`src/rtl/uart_tx_ctrl_if.sv`:
```
// Purpose: bundles the request side and TX-mux drive side of the UART frame sequencer.
// Latency: none (wires only).
// Backpressure: requester drives data_valid and watches ready; no queueing behind it.
interface uart_tx_ctrl_if #(
    parameter int DATA_WIDTH = 8
);
    // Request side
    logic [DATA_WIDTH-1:0] p_data;
    logic                  data_valid;
    logic                  par_en;
    logic                  par_typ;

    // TX output mux drive and status
    logic [1:0]            mux_sel;
    logic                  ser_data;
    logic                  parity_bit;
    logic                  busy;
    logic                  ready;

    // Requester / bench side
    modport master (
        output p_data,
        output data_valid,
        output par_en,
        output par_typ,
        input  mux_sel,
        input  ser_data,
        input  parity_bit,
        input  busy,
        input  ready
    );

    // Frame sequencer side
    modport slave (
        input  p_data,
        input  data_valid,
        input  par_en,
        input  par_typ,
        output mux_sel,
        output ser_data,
        output parity_bit,
        output busy,
        output ready
    );
endinterface

```
`src/rtl/uart_tx_ctrl.sv`:
```
// Purpose: UART frame sequencer: start, DATA_WIDTH data bits LSB first, optional parity, stop.
// Latency: request accepted at edge N shows START in cycle N+1; frame is 2+DATA_WIDTH+par_en cycles.
// Backpressure: ready only in IDLE/STOP; data_valid while not ready is ignored, requester must hold.
module uart_tx_ctrl #(
    parameter int DATA_WIDTH = 8
) (
    input  logic           CLK,
    input  logic           RST,
    uart_tx_ctrl_if.slave  tx
);

    localparam int CNT_W = (DATA_WIDTH > 1) ? $clog2(DATA_WIDTH) : 1;
    localparam logic [CNT_W-1:0] CNT_LAST = CNT_W'(DATA_WIDTH - 1);

    localparam logic [1:0] SEL_START  = 2'b00;
    localparam logic [1:0] SEL_DATA   = 2'b01;
    localparam logic [1:0] SEL_PARITY = 2'b10;
    localparam logic [1:0] SEL_STOP   = 2'b11;

    typedef enum logic [2:0] {
        S_IDLE   = 3'd0,
        S_START  = 3'd1,
        S_DATA   = 3'd2,
        S_PARITY = 3'd3,
        S_STOP   = 3'd4
    } state_t;

    state_t                state_q,   state_d;
    logic [DATA_WIDTH-1:0] shift_q,   shift_d;
    logic [CNT_W-1:0]      cnt_q,     cnt_d;
    logic                  par_en_q,  par_en_d;
    logic                  par_typ_q, par_typ_d;
    logic                  parity_q,  parity_d;
    logic [1:0]            mux_sel_q, mux_sel_d;
    logic                  busy_q,    busy_d;
    logic                  ready_q,   ready_d;
    logic                  accept;

    // ready_q is registered from the state, so it equals "state is IDLE or STOP" in this cycle.
    assign accept = ready_q & tx.data_valid;

    // Next-state, datapath and registered-output decode for the frame walk.
    always_comb begin
        state_d   = state_q;
        shift_d   = shift_q;
        cnt_d     = cnt_q;
        par_en_d  = par_en_q;
        par_typ_d = par_typ_q;
        parity_d  = parity_q;

        unique case (state_q)
            S_IDLE: begin
                state_d = S_IDLE;
            end
            S_START: begin
                state_d = S_DATA;
                cnt_d   = '0;
            end
            S_DATA: begin
                shift_d = shift_q >> 1;
                if (cnt_q == CNT_LAST) begin
                    // Hold the counter on the last bit so it never wraps inside a frame.
                    state_d = par_en_q ? S_PARITY : S_STOP;
                end else begin
                    cnt_d = cnt_q + CNT_W'(1);
                end
            end
            S_PARITY: begin
                state_d = S_STOP;
            end
            S_STOP: begin
                state_d = S_IDLE;
            end
            default: begin
                state_d = S_IDLE;
            end
        endcase

        // Acceptance is only possible from IDLE or STOP; from STOP it chains frames with no gap.
        if (accept) begin
            state_d   = S_START;
            shift_d   = tx.p_data;
            par_en_d  = tx.par_en;
            par_typ_d = tx.par_typ;
            parity_d  = (^tx.p_data) ^ tx.par_typ;
        end

        unique case (state_d)
            S_START:  mux_sel_d = SEL_START;
            S_DATA:   mux_sel_d = SEL_DATA;
            S_PARITY: mux_sel_d = SEL_PARITY;
            default:  mux_sel_d = SEL_STOP;
        endcase
        busy_d  = (state_d != S_IDLE);
        ready_d = (state_d == S_IDLE) || (state_d == S_STOP);
    end

    // State, datapath and Moore outputs; reset wins over any same-edge request.
    always_ff @(posedge CLK) begin
        if (RST) begin
            state_q   <= S_IDLE;
            shift_q   <= '0;
            cnt_q     <= '0;
            par_en_q  <= 1'b0;
            par_typ_q <= 1'b0;
            parity_q  <= 1'b0;
            mux_sel_q <= SEL_STOP;
            busy_q    <= 1'b0;
            ready_q   <= 1'b1;
        end else begin
            state_q   <= state_d;
            shift_q   <= shift_d;
            cnt_q     <= cnt_d;
            par_en_q  <= par_en_d;
            par_typ_q <= par_typ_d;
            parity_q  <= parity_d;
            mux_sel_q <= mux_sel_d;
            busy_q    <= busy_d;
            ready_q   <= ready_d;
        end
    end

    assign tx.mux_sel    = mux_sel_q;
    assign tx.ser_data   = shift_q[0];
    assign tx.parity_bit = parity_q;
    assign tx.busy       = busy_q;
    assign tx.ready      = ready_q;

endmodule

```
`src/flat_wrapper.sv`:
```
// flat-port wrapper written by rule: the top's interface ports become plain ports
module uart_tx_ctrl_flat 
#(
    parameter int DATA_WIDTH = 8
)
  (CLK, RST, tx_p_data, tx_data_valid, tx_par_en, tx_par_typ, tx_mux_sel, tx_ser_data, tx_parity_bit, tx_busy, tx_ready);
  uart_tx_ctrl_if #(.DATA_WIDTH(DATA_WIDTH)) tx_i ();
  input  logic CLK;
  input  logic RST;
  input wire logic [$bits(tx_i.p_data)-1:0] tx_p_data;
  input wire logic [$bits(tx_i.data_valid)-1:0] tx_data_valid;
  input wire logic [$bits(tx_i.par_en)-1:0] tx_par_en;
  input wire logic [$bits(tx_i.par_typ)-1:0] tx_par_typ;
  output wire logic [$bits(tx_i.mux_sel)-1:0] tx_mux_sel;
  output wire logic [$bits(tx_i.ser_data)-1:0] tx_ser_data;
  output wire logic [$bits(tx_i.parity_bit)-1:0] tx_parity_bit;
  output wire logic [$bits(tx_i.busy)-1:0] tx_busy;
  output wire logic [$bits(tx_i.ready)-1:0] tx_ready;
  assign tx_i.p_data = tx_p_data;
  assign tx_i.data_valid = tx_data_valid;
  assign tx_i.par_en = tx_par_en;
  assign tx_i.par_typ = tx_par_typ;
  assign tx_mux_sel = tx_i.mux_sel;
  assign tx_ser_data = tx_i.ser_data;
  assign tx_parity_bit = tx_i.parity_bit;
  assign tx_busy = tx_i.busy;
  assign tx_ready = tx_i.ready;
  uart_tx_ctrl #(.DATA_WIDTH(DATA_WIDTH)) u_core (.CLK(CLK), .RST(RST), .tx(tx_i));
endmodule
```
`config.mk`:
```
export PLATFORM = sky130hd
export DESIGN_NAME = uart_tx_ctrl_flat
export DESIGN_NICKNAME = d
export VERILOG_FILES = /design/src/rtl/uart_tx_ctrl_if.sv /design/src/rtl/uart_tx_ctrl.sv /design/src/flat_wrapper.sv
export SDC_FILE = /design/constraint.sdc
export NUM_CORES = 1
export LEC_CHECK = 0
export ABC_AREA = 1
export CORE_MARGIN = 2
export CORE_UTILIZATION = 25
export CTS_BUF_LIST = sky130_fd_sc_hd__clkbuf_8 sky130_fd_sc_hd__clkbuf_16
export CTS_CLUSTER_DIAMETER = 150
export DETAILED_ROUTE_END_ITERATION = 8
export PLACE_DENSITY = 0.57
export SLEW_MARGIN = 25
export SYNTH_ARGS = -nofsm -noshare
export SYNTH_HDL_FRONTEND = slang
export SYNTH_SLANG_ARGS = --single-unit
```
`constraint.sdc`:
```
create_clock -name CLK -period 1.4 [get_ports CLK]
set_clock_uncertainty 0.1 [all_clocks]
set_input_delay 0.35 -clock CLK [delete_from_list [all_inputs] [get_ports CLK]]
set_output_delay 0.35 -clock CLK [all_outputs]
set_load 0.005 [all_outputs]
```
==> run summary, run 1 <==
result of the run: finished, final reports clean
CP Launch Point: u_core.cnt_q[1]
Net Sw Frac: 27.2%
via count of the first global-routing pass: 834
aggregate global routing overflow: 0
H-tree depth reported by CTS: 1
unrepaired setup endpoints after global routing: yes
Final ANT Viol Nets: 0
root buf cell: sky130_fd_sc_hd__clkbuf_8
wire length of the first global-routing pass: 3460 microns
hold_buf cts: 0
Layout area overhead: 45.7%
worst min path class: reg -> reg
post-synthesis cell count: 140
hold path startpoint: u_core.shift_q[1]
number of port buffers: 18
count of standard-cell rows: 23
Fmax: 0.730 GHz
die width: 68.7 microns
slew margin rel.: 84.5%
antenna violations before repair: 0
clock buffers created by TritonCTS: 3
Post-DP HPWL: 1610 microns
start-to-end type of the worst setup path: reg -> reg
remaining design rule violation count: 0
final core occ: 38.1%
initial drt markers: 42
Ys Warns: 0
number of detailed-route iterations in the first pass: 4
fraction of final layout cells sized beyond drive strength 1: 27.6%
most repeated cell in the gate-level netlist after synthesis: sky130_fd_sc_hd__nand2_1
count of endpoints failing setup in the final report: 0
leading cell types by count after synthesis: sky130_fd_sc_hd__nand2_1 (40), sky130_fd_sc_hd__dfxtp_1 (20), sky130_fd_sc_hd__inv_1 (16)
combinational share of power: 23.8%
Die Span Y: 68.7 microns
capturing element type of the critical path: flip-flop
clock period minus worst slack: 1.37 ns
Clock transition at path regs: 0.07 ns
r2r startpoint: u_core.cnt_q[1]
Power per Cell Area: 942 nW/um^2
core area: 4000 sq um
aggregate negative setup slack: 0 ns
share of the clock period used by the worst path after layout: 97.8%
share of the synthesized area in the top cell type: 38.3%
endpoint arrival time on the critical path: 1.42 ns
gp weighted congestion: 0.779
share of total power in sequential cells: 45.8%
final number of max-transition violations: 0
routed len/inst: 9.63 microns
largest cells by area after synthesis: sky130_fd_sc_hd__dfxtp_1 (38%), sky130_fd_sc_hd__nand2_1 (14%), sky130_fd_sc_hd__a311oi_2 (8.6%)
via count: 932
post-synthesis cell type with the largest combined area: sky130_fd_sc_hd__dfxtp_1
leakage power total: 0.748 nW
Die ar.: 4720 sq um
register area share after synthesis: 38.3%
CTS Buffer Depth: 2
total setup buffers inserted after CTS: 0
design internal power: 1.04 mW
Antenna Diode Count: 0
transition time at the pin with the least slew margin: 0.232 ns
count of state elements after synthesis: 20
post-synthesis instance area: 1050 sq um
critical path peak fanout: 2
number of hold-slack violations in the final timing report: 0
sw power: 0.391 mW
post-synthesis area per instance: 7.47 sq um
Boundary Pins: 19
Main synth FF type: sky130_fd_sc_hd__dfxtp_1
clock tree from TritonCTS: yes
number of nets in the final layout: 191
starting density of the core: 26.1%
peak ir drop on the vdd network: 331 uV
proportion of register bits with asynchronous set or reset after synthesis: 0%
Vias per Instance: 4.16
Worst setup SP type: flip-flop
Worst Path Required: 1.45 ns
number of enable-type register cells in the synthesized netlist: 0
Unique masters post-synth: 23
routed wire length: 2160 microns
number of sinks handled by clock tree synthesis: 20
largest net degree at the start of global routing: 15
syn_nets: 156
Total GRT Usage: 10.0%
max-cap viol count: 0
source-to-sink clock delay at the later pin of the worst-skew pair: 0.26 ns
fraction of power consumed by the clock network: 30.4%
## layout make-up
type,count,area [sq um]
Fill cell,432,2480
Multi-Input combinational cell,97,599
Timing Repair Buffer,34,325
Inverter,19,76.3
Clock buffer,4,55.1
Tap cell,50,62.6
Sequential cell,20,405
## kinds of logic (layout without fill, tap and decap cells)
group	after synthesis	count (layout)	synth area share [%]
AO/OA/AOI/OAI	25	25	19.0
flip-flops	20	20	38.3
AND/OR/NAND/NOR	68	68	28.3
buffers and inverters	23	57	9.93
XOR/XNOR	1	1	0.837
adder cells (fa/ha/maj)	3	3	3.59
## per-stage QoR
step | power (mW) | setup slack (ns) | std cells | cell area (sq um) | hold WS (ns)
5_1_grt | 1.52 | -0.0965 | 224 | 1520 | 0.406
6_report | 1.44 | 0.0310 | 224 | 1520 | 0.374
4_1_cts | 1.45 | -0.00184 | 224 | 1450 | 0.379
2_1_floorplan | 0.856 | 0.0302 | 140 | 1050 | 0.346
3_3_place_gp | 1.00 | -0.303 | 220 | 1390 | 0.365
3_5_place_dp | 1.01 | -0.307 | 220 | 1390 | 0.379
## timing repair
item | 4_1_cts | 5_1_grt
resized for setup | 14 | 19
setup endpoints to repair | 11 | 10
pin swaps | 3 | 6
## layout by cell type (no fill, tap or decap), drive strengths merged
cell type	count
nand4	1
nor2	19
dlymetal6s2s	8
xor2	1
a21oi	6
o21ai	10
dfxtp	20
o211a	1
ha	3
a311oi	6
nand3	5
clkdlybuf4s50	4
nand2	43
o22ai	1
inv	19
a31oi	1
clkbuf	4
dlygate4sd2	6
buf	16
## worst max-delay path, stage by stage (launching register included)
cell and delay [ns]:
sky130_fd_sc_hd__dfxtp_2 0.35, sky130_fd_sc_hd__ha_4 0.16, sky130_fd_sc_hd__ha_4 0.12, sky130_fd_sc_hd__inv_1 0.04
sky130_fd_sc_hd__o21ai_1 0.11, sky130_fd_sc_hd__nand2_1 0.11, sky130_fd_sc_hd__nand3_2 0.08, sky130_fd_sc_hd__nor2_1 0.04
sky130_fd_sc_hd__nor2_1 0.10, sky130_fd_sc_hd__nand2_1 0.05
## power by group through the flow
stage	Sequential (mW)	Combinational [mW]	Clock, mW
after global routing	0.663	0.385	0.476
after CTS	0.651	0.335	0.459
after floorplan	0.659	0.197	0
final	0.658	0.342	0.436
after global placement	0.661	0.342	0
after detailed placement	0.662	0.343	0
## registers in the layout, indices dropped and copies added (netlist names)
register	cells
u_core.shift_q	8
u_core.tx.mux_sel	2
u_core.state_q	3
u_core.tx.parity_bit	1
u_core.cnt_q	3
u_core.tx.ready	1
u_core.par_en_q	1
u_core.tx.busy	1
## final timing paths
kind	end	slack, ns	cells after the start
setup / recovery	u_core.tx.mux_sel[1]	0.03	9
hold / removal	u_core.shift_q[0]	0.37	2
setup reg to reg	u_core.tx.mux_sel[1]	0.03	9
hold reg to reg	u_core.shift_q[0]	0.37	2
## per-layer routing
metal / global-route usage [%] / up-vias / routed length (microns)
met5: 0 / - / 0
met4: 6.00 / 0 / 49
met3: 1.30 / 5 / 91
met2: 16.1 / 18 / 917
met1: 12.7 / 391 / 1100
li1: - / 518 / -
No activity file was read; power rests on OpenSTA's default activity.
==> inputs of run 2 (changes only) <==
--- a/config.mk
+++ b/config.mk
@@ -12,7 +12,6 @@
 export CTS_CLUSTER_DIAMETER = 150
 export DETAILED_ROUTE_END_ITERATION = 8
 export PLACE_DENSITY = 0.57
-export SLEW_MARGIN = 25
 export SYNTH_ARGS = -nofsm -noshare
 export SYNTH_HDL_FRONTEND = slang
 export SYNTH_SLANG_ARGS = --single-unit
==> results of run 2 <==
Same layout as run 1: the final DEF is identical, and so are final timing and power.
==> inputs of run 3 (changes only) <==
--- a/config.mk
+++ b/config.mk
@@ -12,6 +12,7 @@
 export CTS_CLUSTER_DIAMETER = 150
 export DETAILED_ROUTE_END_ITERATION = 8
 export PLACE_DENSITY = 0.57
+export SKIP_LAST_GASP = 1
 export SYNTH_ARGS = -nofsm -noshare
 export SYNTH_HDL_FRONTEND = slang
 export SYNTH_SLANG_ARGS = --single-unit
==> results of run 3 <==
Same layout as run 1: the final DEF is identical, and so are final timing and power.
Main changes from that run: number of gates resized after CTS 14 -> 13
